File: config.mk
export PLATFORM = sky130hd
export DESIGN_NAME = laplacian_result_collector_flat
export DESIGN_NICKNAME = d
export VERILOG_FILES = /design/src/rtl/conv_pkg.sv /design/src/rtl/laplacian_result_collector_if.sv /design/src/rtl/result_fifo.sv /design/src/rtl/laplacian_result_collector.sv /design/src/flat_wrapper.sv
export SDC_FILE = /design/constraint.sdc
export NUM_CORES = 1
export LEC_CHECK = 0
export BUFFER_PORTS_ARGS = -buffer_cell sky130_fd_sc_hd__buf_2
export CAP_MARGIN = 5
export CORE_MARGIN = 2
export CORE_UTILIZATION = 66
export CTS_BUF_LIST = sky130_fd_sc_hd__clkbuf_2
export CTS_CLUSTER_SIZE = 30
export DETAILED_ROUTE_END_ITERATION = 8
export GPL_ROUTABILITY_DRIVEN = 0
export HOLD_SLACK_MARGIN = 0.08
export PLACE_DENSITY = 0.85
export SYNTH_ARGS = -nofsm -noshare
export SYNTH_HDL_FRONTEND = slang
export SYNTH_SLANG_ARGS = --single-unit
File: constraint.sdc
create_clock -name clk -period 6.5 [get_ports clk]
set_clock_uncertainty 0.2 [all_clocks]
set_input_delay 1.625 -clock clk [delete_from_list [all_inputs] [get_ports clk]]
set_output_delay 1.625 -clock clk [all_outputs]
set_load 0.03 [all_outputs]
File: src/rtl/conv_pkg.sv
// Shared definitions for the Laplacian result collector: frame FSM state
// encoding, FIFO entry width and the sum-to-pixel rectifier.
package conv_pkg;

  typedef enum logic [1:0] {
    ST_IDLE  = 2'd0,
    ST_RUN   = 2'd1,
    ST_FLUSH = 2'd2,
    ST_DONE  = 2'd3
  } state_e;

  // FIFO entry layout: {eof, eol, pixel[7:0]}
  localparam int ENTRY_W = 10;

  // Negative sums clamp to black; non-negative sums (0..31) scale by 8,
  // so the brightest pixel is 248.
  function automatic logic [7:0] rectify(input logic signed [5:0] s);
    return s[5] ? 8'd0 : {s[4:0], 3'b000};
  endfunction

endpackage

File: src/rtl/laplacian_result_collector_if.sv
// Sample-in / pixel-out stream bundle of the result collector.
//   sum_in/sum_done : adder-tree sample and its strobe
//   pix_*           : show-ahead pixel stream with valid/ready handshake
// slave  : the collector side
// master : the environment (adder tree + downstream consumer)
interface laplacian_result_collector_if;
  logic signed [5:0] sum_in;
  logic              sum_done;
  logic [7:0]        pix_out;
  logic              pix_eol;
  logic              pix_eof;
  logic              pix_valid;
  logic              pix_ready;

  modport slave (
    input  sum_in, sum_done, pix_ready,
    output pix_out, pix_eol, pix_eof, pix_valid
  );

  modport master (
    output sum_in, sum_done, pix_ready,
    input  pix_out, pix_eol, pix_eof, pix_valid
  );
endinterface

File: src/rtl/result_fifo.sv
// Show-ahead synchronous FIFO. dout presents the head entry whenever the
// FIFO is non-empty (zero otherwise). A push while full is accepted only if
// a pop happens in the same cycle; a pop while empty is ignored.
//   clk, rst_n  : clock, async active-low reset
//   push, din   : write strobe and data
//   pop         : consume the head
//   dout        : head entry
//   full, empty : occupancy flags
module result_fifo #(
  parameter int WIDTH = 10,
  parameter int DEPTH = 4
) (
  input  logic             clk,
  input  logic             rst_n,
  input  logic             push,
  input  logic [WIDTH-1:0] din,
  input  logic             pop,
  output logic [WIDTH-1:0] dout,
  output logic             full,
  output logic             empty
);
  localparam int AW = $clog2(DEPTH);

  logic [DEPTH-1:0][WIDTH-1:0] mem_q, mem_d;
  logic [AW-1:0]               wr_ptr_q, wr_ptr_d;
  logic [AW-1:0]               rd_ptr_q, rd_ptr_d;
  logic [AW:0]                 cnt_q, cnt_d;
  logic                        push_ok, pop_ok;

  assign empty   = (cnt_q == '0);
  assign full    = (cnt_q == (AW+1)'(DEPTH));
  assign pop_ok  = pop && !empty;
  assign push_ok = push && (!full || pop_ok);
  assign dout    = empty ? '0 : mem_q[rd_ptr_q];

  always_comb begin
    mem_d    = mem_q;
    wr_ptr_d = wr_ptr_q;
    rd_ptr_d = rd_ptr_q;
    cnt_d    = cnt_q;
    if (push_ok) begin
      mem_d[wr_ptr_q] = din;
      wr_ptr_d        = wr_ptr_q + 1'b1;
    end
    if (pop_ok) rd_ptr_d = rd_ptr_q + 1'b1;
    case ({push_ok, pop_ok})
      2'b10:   cnt_d = cnt_q + 1'b1;
      2'b01:   cnt_d = cnt_q - 1'b1;
      default: cnt_d = cnt_q;
    endcase
  end

  always_ff @(posedge clk or negedge rst_n) begin
    if (!rst_n) begin
      mem_q    <= '0;
      wr_ptr_q <= '0;
      rd_ptr_q <= '0;
      cnt_q    <= '0;
    end else begin
      mem_q    <= mem_d;
      wr_ptr_q <= wr_ptr_d;
      rd_ptr_q <= rd_ptr_d;
      cnt_q    <= cnt_d;
    end
  end
endmodule

File: src/rtl/laplacian_result_collector.sv
// Collects adder-tree sums for one frame, rectifies them to 8-bit pixels,
// tags raster eol/eof and streams them out through a show-ahead FIFO.
//   clk, rst_n  : clock, async active-low reset
//   start       : arms one frame (IDLE only); clears overflow and counters
//   busy        : frame in RUN or FLUSH
//   frame_done  : one-cycle pulse while in DONE
//   overflow    : sticky, a sample was dropped on a full FIFO
//   stream      : sample input and pixel output stream
module laplacian_result_collector
  import conv_pkg::*;
#(
  parameter int OUT_W = 26,
  parameter int OUT_H = 26,
  parameter int DEPTH = 4
) (
  input  logic clk,
  input  logic rst_n,
  input  logic start,
  output logic busy,
  output logic frame_done,
  output logic overflow,
  laplacian_result_collector_if.slave stream
);
  localparam logic [7:0] COL_LAST = 8'(OUT_W - 1);
  localparam logic [7:0] ROW_LAST = 8'(OUT_H - 1);

  state_e             state_q, state_d;
  logic [7:0]         col_q, col_d;
  logic [7:0]         row_q, row_d;
  logic               ovf_q, ovf_d;
  logic               eol, eof, sample, push, pop, full, empty;
  logic [ENTRY_W-1:0] entry, head;

  assign eol    = (col_q == COL_LAST);
  assign eof    = eol && (row_q == ROW_LAST);
  assign sample = stream.sum_done && (state_q == ST_RUN);
  assign pop    = stream.pix_valid && stream.pix_ready;
  // A full FIFO still takes the sample if the head leaves this same cycle.
  assign push   = sample && (!full || pop);
  assign entry  = {eof, eol, rectify(stream.sum_in)};

  result_fifo #(.WIDTH(ENTRY_W), .DEPTH(DEPTH)) u_fifo (
    .clk   (clk),
    .rst_n (rst_n),
    .push  (push),
    .din   (entry),
    .pop   (pop),
    .dout  (head),
    .full  (full),
    .empty (empty)
  );

  assign stream.pix_valid = !empty;
  assign stream.pix_eof   = head[9];
  assign stream.pix_eol   = head[8];
  assign stream.pix_out   = head[7:0];

  assign busy       = (state_q == ST_RUN) || (state_q == ST_FLUSH);
  assign frame_done = (state_q == ST_DONE);
  assign overflow   = ovf_q;

  always_comb begin
    state_d = state_q;
    col_d   = col_q;
    row_d   = row_q;
    ovf_d   = ovf_q;
    case (state_q)
      ST_IDLE: if (start) begin
        state_d = ST_RUN;
        col_d   = '0;
        row_d   = '0;
        ovf_d   = 1'b0;
      end
      ST_RUN: if (sample) begin
        // Dropped samples still advance the raster position.
        if (!push) ovf_d = 1'b1;
        if (eol) begin
          col_d = '0;
          row_d = eof ? 8'd0 : row_q + 8'd1;
        end else begin
          col_d = col_q + 8'd1;
        end
        if (eof) state_d = ST_FLUSH;
      end
      ST_FLUSH: if (empty) state_d = ST_DONE;
      ST_DONE:  state_d = ST_IDLE;
      default:  state_d = ST_IDLE;
    endcase
  end

  always_ff @(posedge clk or negedge rst_n) begin
    if (!rst_n) begin
      state_q <= ST_IDLE;
      col_q   <= '0;
      row_q   <= '0;
      ovf_q   <= 1'b0;
    end else begin
      state_q <= state_d;
      col_q   <= col_d;
      row_q   <= row_d;
      ovf_q   <= ovf_d;
    end
  end
endmodule

File: src/flat_wrapper.sv
// flat-port wrapper written by rule: the top's interface ports become plain ports
module laplacian_result_collector_flat import conv_pkg::*;
#(
  parameter int OUT_W = 26,
  parameter int OUT_H = 26,
  parameter int DEPTH = 4
)
  (clk, rst_n, start, busy, frame_done, overflow, stream_sum_in, stream_sum_done, stream_pix_ready, stream_pix_out, stream_pix_eol, stream_pix_eof, stream_pix_valid);
  laplacian_result_collector_if stream_i ();
  input  logic clk;
  input  logic rst_n;
  input  logic start;
  output logic busy;
  output logic frame_done;
  output logic overflow;
  input wire logic [$bits(stream_i.sum_in)-1:0] stream_sum_in;
  input wire logic [$bits(stream_i.sum_done)-1:0] stream_sum_done;
  input wire logic [$bits(stream_i.pix_ready)-1:0] stream_pix_ready;
  output wire logic [$bits(stream_i.pix_out)-1:0] stream_pix_out;
  output wire logic [$bits(stream_i.pix_eol)-1:0] stream_pix_eol;
  output wire logic [$bits(stream_i.pix_eof)-1:0] stream_pix_eof;
  output wire logic [$bits(stream_i.pix_valid)-1:0] stream_pix_valid;
  assign stream_i.sum_in = stream_sum_in;
  assign stream_i.sum_done = stream_sum_done;
  assign stream_i.pix_ready = stream_pix_ready;
  assign stream_pix_out = stream_i.pix_out;
  assign stream_pix_eol = stream_i.pix_eol;
  assign stream_pix_eof = stream_i.pix_eof;
  assign stream_pix_valid = stream_i.pix_valid;
  laplacian_result_collector #(.OUT_W(OUT_W), .OUT_H(OUT_H), .DEPTH(DEPTH)) u_core (.clk(clk), .rst_n(rst_n), .start(start), .busy(busy), .frame_done(frame_done), .overflow(overflow), .stream(stream_i));
endmodule
==> impl_metrics.yaml, run 1 <==
timing:
  slew_headroom_pct: 55.6
  drv_slew: 0
  fmax_ghz: 0.256
  whs_ps: 313
  rsz0062_at_grt: "false"
  period_share_pct: 60.2
  setup_violations: 0
  report.final.hold_viol_count: 0
  setup_tns_ps: 0
  tightestPinTransition_ps: 667
  min_period_ps: 3910
cts:
  cts_setup_buffers: 0
  clk_pin_slew_ps: 230
  cts_sinks: 54
  clockBufferDepth: 2
  cts-resized-gates: 0
  hold_buffers: 0
  cts_root_buffer: "clkbuf_2"
  tritoncts: "built"
  cts_buffers: 5
  clk_latency_ps: 430
  htreeDepth: 2
layout:
  area_growth_pct: 5.01
  final_cell_area_sq_mm: 0.00304
  layout_commonest_cell: "dfrtp_1"
  diodes: 0
  finalNetCount: 287
  drive_gt1_share_pct: 28.6
  multiInputGateArea_sq_mm: 0.00143
  nFillCells: 312
  final-seq-area_sq_mm: 0.00135
  final_cell_mix: "54 x dfrtp_1, 29 x mux2_2, 21 x buf_2, 14 x ha_1, 13 x and2_1"
run:
  maxCapViolCount: 0
placed_design:
  port_buffers: 21
  place_area_sq_mm: 0.00300
  hpwl_um: 3580
status:
  status: "finished clean"
routing:
  routedWlPerCell_um: 15.7
  drc_errors: 0
  ant_nets: 0
  vias_per_cell: 5.90
  dr.pass1.iters: 4
  dr.first_iter.drc_count: 53
  wirelength_um: 4940
  vias: 1854
power:
  power.share.clock_pct: 11.5
  power_leakage_uw: 0.00141
  pwr-share-seq_pct: 50.0
  power.switching_uw: 389
  netSwitchingFraction_pct: 37.0
  vdd_ir_drop_max_v: 0.000163
  power_density_mw_per_mm2: 346
  internal_power_uw: 662
  power_frac_comb_pct: 38.5
yosys:
  seq_area_frac_synth_pct: 46.7
  ys_ff_latch: 54
  yosys_warnings: 0
  netlist-cell-type-count: 42
  syn_avg_cell_area_sq_um: 11.9
  syn_inst: 243
  syn_area_sq_mm: 0.00290
global_route:
  grt_start_max_net_pins: 55
  overflow: 0
  grt.total_usage_pct: 23.0
  antenna_found_initial: 0
  grt_first_pass_wirelength_um: 8850
  grt_pass1_vias: 1876
setup_path:
  worstPathRequired_ps: 4680
  worstPathMaxFanout: 9
  cp-end-kind: "output pin"
  worstPathArrival_ps: 2090
  critPathKind: "reg -> out"
  start_kind: "register"
min_path:
  hold_class: "reg -> reg"
floorplan:
  row_count: 24
  fp.dieH_um: 70.2
  die-area_sq_mm: 0.00493
  die_x_um: 70.2
  io_pins: 25
  initial_core_util_pct: 67.4
  core_area_sq_mm: 0.00429
## worst paths after layout
kind / start / end / slack, ps / cells after the start
max: u_core.u_fifo.rd_ptr_q[0]$_DFFE_PN0P_ / stream_pix_eof / 2590 / 3
min: u_core.u_fifo.cnt_q[2]$_DFFE_PN0P_ / u_core.u_fifo.cnt_q[2]$_DFFE_PN0P_ / 310 / 1
max reg2reg: u_core.state_q[1]$_DFFE_PN0P_ / u_core.u_fifo.cnt_q[2]$_DFFE_PN0P_ / 3890 / 11
min reg2reg: u_core.u_fifo.cnt_q[2]$_DFFE_PN0P_ / u_core.u_fifo.cnt_q[2]$_DFFE_PN0P_ / 310 / 1
max in group asynchronous: rst_n / u_core.u_fifo.mem_q[36]$_DFFE_PN0P_ / 4580 / 2
min in group asynchronous: rst_n / u_core.u_fifo.mem_q[28]$_DFFE_PN0P_ / 1070 / 2
## final cells by class
type	instances	share of cell area (%)
clock buffer	6	0.988
clock inverter	2	0.288
inverter	11	1.36
multi-input combinational	167	47.1
sequential	54	44.4
tap	52	2.14
timing repair buffer	22	3.70
## power by group through the flow
stage | Clock, uW | Combinational [uW] | Sequential [uW]
final | 121 | 405 | 526
after global routing | 139 | 451 | 545
after CTS | 130 | 411 | 527
after detailed placement | 0 | 409 | 535
after global placement | 0 | 397 | 529
after floorplan | 0 | 361 | 489
## critical path, cell delays in order, from the launching register on
cell and delay, ps:
dfrtp_1 730, mux4_2 580, and2_1 180, buf_2 170
## sequential cells by signal, summed over array words and instances (netlist names)
name	flops
u_core.u_fifo.cnt_q	3
u_core.u_fifo.mem_q	28
u_core.state_q	2
u_core.u_fifo.rd_ptr_q	2
u_core.col_q	8
u_core.overflow	1
u_core.u_fifo.wr_ptr_q	2
u_core.row_q	8
## logic make-up (layout without fill, tap and decap cells)
logic type / count (synthesis) / in the layout / synth area share [%]
compound gates: 34 / 34 / 7.52
other cells: 1 / 3 / 0.130
simple gates: 70 / 70 / 15.3
buf+inv: 24 / 41 / 4.15
fa+ha+maj: 15 / 15 / 6.74
flops: 54 / 54 / 46.7
xor+xnor: 8 / 8 / 2.42
mux: 37 / 37 / 17.1
## synthesized netlist by cell type
cell type,instances,area [sq um]
a211oi_1,1,7.51
a21bo_2,1,10.0
a21boi_2,1,11.3
a21oi_1,12,60.1
a21oi_2,1,8.76
a221oi_2,1,15.0
a2bb2oi_1,1,8.76
and2_1,13,81.3
and2_2,1,7.51
and3_1,4,25.0
and3b_1,1,8.76
and4bb_4,1,16.3
buf_2,6,30.0
buf_4,4,30.0
buf_6,1,11.3
clkbuf_1,2,7.51
conb_1,1,3.75
dfrtp_1,54,1350
fa_1,1,20.0
ha_1,14,175
inv_1,11,41.3
mux2_1,1,11.3
mux2_2,29,327
mux4_2,7,158
nand2_1,9,33.8
nand2b_1,2,12.5
nand3_1,2,10.0
nand3_2,1,10.0
nand4_1,9,56.3
nor2_1,7,26.3
nor2b_1,5,31.3
nor3b_4,1,18.8
nor4b_1,2,17.5
o21ai_0,9,45.0
o22ai_1,1,6.26
o31ai_1,6,45.0
or2_2,1,6.26
or3_1,5,31.3
or4_1,5,37.5
or4_4,1,11.3
xnor2_1,3,26.3
xor2_1,5,43.8
## layer usage
layer,up-vias,GRT usage [%],share of wire (%)
li1,903,-,-
met1,915,29.4,46
met2,31,39.4,49
met3,5,4.33,3.2
met4,0,7.69,1.6
met5,-,0,0
## stage by stage
stage          total power [uW]  worst slack (ps)  util (%)  instances
2_1_floorplan               850              3120         -        245
3_3_place_gp                926              2970      69.9        306
3_5_place_dp                944              2830      69.9        306
4_1_cts                    1070              2530      70.8        314
5_1_grt                    1140              2440      70.8        314
6_report                   1050              2590      70.8        314
Note: power is estimated with default switching activity, not from simulation.
==> run 2, diff against run 1 <==
Settings changed: CORE_UTILIZATION 66 to 62, PLACE_DENSITY 0.85 to 0.8.
Clock period 6.5 ns to 3.75 ns, I/O delays scaled along.
==> run 2 against run 1 <==
- hold slack worse by 92 ps
- non-clock buffer count unchanged
- first-iteration DRC count up 120%
- critical path type unchanged
- largest power group unchanged
==> impl_metrics.yaml, run 2 (synthesis gave the netlist of run 1 again) <==
status:
  status: "finished clean"
global_route:
  grt_pass1_vias: 1802
  grt.total_usage_pct: 20.9
  antenna_found_initial: 0
  overflow: 0
  grt_start_max_net_pins: 32
  grt_first_pass_wirelength_um: 8560
power:
  power.share.clock_pct: 12.5
  pwr-share-seq_pct: 49.3
  netSwitchingFraction_pct: 37.9
  power_frac_comb_pct: 38.1
  vdd_ir_drop_max_v: 0.000284
  power_density_mw_per_mm2: 608
  power_leakage_uw: 0.00141
  internal_power_uw: 1150
  power.switching_uw: 701
timing:
  min_period_ps: 3230
  report.final.hold_viol_count: 0
  whs_ps: 221
  drv_slew: 0
  tightestPinTransition_ps: 624
  setup_tns_ps: 0
  rsz0062_at_grt: "false"
  fmax_ghz: 0.310
  slew_headroom_pct: 58.4
  setup_violations: 0
  period_share_pct: 86.1
  worst_slack_ps: 520
cts:
  cts_setup_buffers: 0
  clk_latency_ps: 430
  cts-resized-gates: 0
  hold_buffers: 0
  cts_buffers: 5
  clockBufferDepth: 2
  htreeDepth: 2
  cts_sinks: 54
  cts_root_buffer: "clkbuf_2"
  clk_pin_slew_ps: 280
  tritoncts: "built"
routing:
  vias: 1900
  vias_per_cell: 6.05
  routedWlPerCell_um: 15.8
  wirelength_um: 4950
  drc_errors: 0
  dr.pass1.iters: 4
  ant_nets: 0
  dr.first_iter.drc_count: 117
run:
  maxCapViolCount: 0
setup_path:
  worstPathMaxFanout: 9
  timing.rr.end: "u_core.u_fifo.cnt_q[2]$_DFFE_PN0P_"
  worstPathArrival_ps: 2090
  worstPathRequired_ps: 2610
  start_kind: "register"
  r2r_start: "u_core.state_q[1]$_DFFE_PN0P_"
  critPathKind: "reg -> out"
  reg2reg_slack_ps: 1070
  cp-end-kind: "output pin"
  r2r_cells: 11
layout:
  area_growth_pct: 5.23
  final_cells: 314
  layout_commonest_cell: "dfrtp_1"
  final_cell_mix: "54 x dfrtp_1, 29 x mux2_2, 21 x buf_2, 14 x ha_1, 13 x and2_1"
  regMostFlops: "u_core.u_fifo.mem_q"
  utilization_pct: 69.0
  reg_top3: "u_core.u_fifo.mem_q: 28 flops, u_core.col_q: 8 flops, u_core.row_q: 8 flops"
  diodes: 0
  largest_reg_flops: 28
  drive_gt1_share_pct: 28.6
  nFillCells: 316
  finalNetCount: 287
floorplan:
  core_area_sq_mm: 0.00441
  die_x_um: 72.3
  io_pins: 25
  initial_core_util_pct: 65.6
  die-area_sq_mm: 0.00523
  row_count: 24
  fp.dieH_um: 72.3
placed_design:
  placedCellCount: 306
  place_ws_ps: 812
  port_buffers: 21
  hpwl_um: 3580
min_path:
  hold_class: "in -> async"
run 2: changes by cell type in the layout (fill, tap and decap cells not counted):
cell        previous run  this run
clkinvlp_4             0         1
clkinv_2               1         0
inv_6                  0         1
clkbuf_2               6         5
run 2: power groups by stage:
stage	Combinational, uW	Clock [uW]	Sequential [uW]
after floorplan	626	0	848
after global placement	691	0	920
after detailed placement	713	0	928
after CTS	717	241	914
after global routing	786	254	944
final	706	232	913
run 2: how the worst max path moves through the flow:
stage	startpoint	endpoint	slack [ps]	cells past startpoint
finish	u_core.u_fifo.rd_ptr_q[0]$_DFFE_PN0P_	stream_pix_eof	520	3
detailed placement	stream_pix_ready	u_core.u_fifo.cnt_q[2]$_DFFE_PN0P_	810	10
CTS	u_core.u_fifo.rd_ptr_q[0]$_DFFE_PN0P_	stream_pix_eof	470	3
global placement	stream_pix_ready	u_core.u_fifo.cnt_q[2]$_DFFE_PN0P_	890	10
floorplan	stream_pix_ready	u_core.u_fifo.cnt_q[2]$_DFFE_PN0P_	1060	9
global route	u_core.u_fifo.rd_ptr_q[0]$_DFFE_PN0P_	stream_pix_out[3]	400	3
run 2: metal layers:
layer  global-route usage, %  share of wire, %  vias to the layer above
met5                       0                 0                        -
met4                    5.66              0.97                        0
met3                    2.92               3.6                        5
met2                    34.8                50                       44
met1                    29.1                46                      951
li1                        -                 -                      900
run 2: stage by stage:
stage          power [uW]  instance area (sq um)
2_1_floorplan        1470                   2900
3_3_place_gp         1610                   3000
3_5_place_dp         1640                   3000
4_1_cts              1870                   3050
5_1_grt              1980                   3050
6_report             1850                   3050
run 2: area by class of cell:
| cell class | instances | area [sq um] | share of cell area [%] |
|---|---|---|---|
| multi-input cells | 167 | 1430 | 47.0 |
| flip-flops and latches | 54 | 1350 | 44.4 |
| repair buffers | 22 | 113 | 3.70 |
| well taps | 52 | 65.1 | 2.14 |
| inverters | 11 | 41.3 | 1.36 |
| clock buffers | 5 | 25.0 | 0.821 |
| clock inverters | 3 | 20.0 | 0.657 |
run 2: worst max-delay path: stages (launching register included):
cell,delay [ps]
dfrtp_1,740
mux4_2,580
and2_1,170
buf_2,170
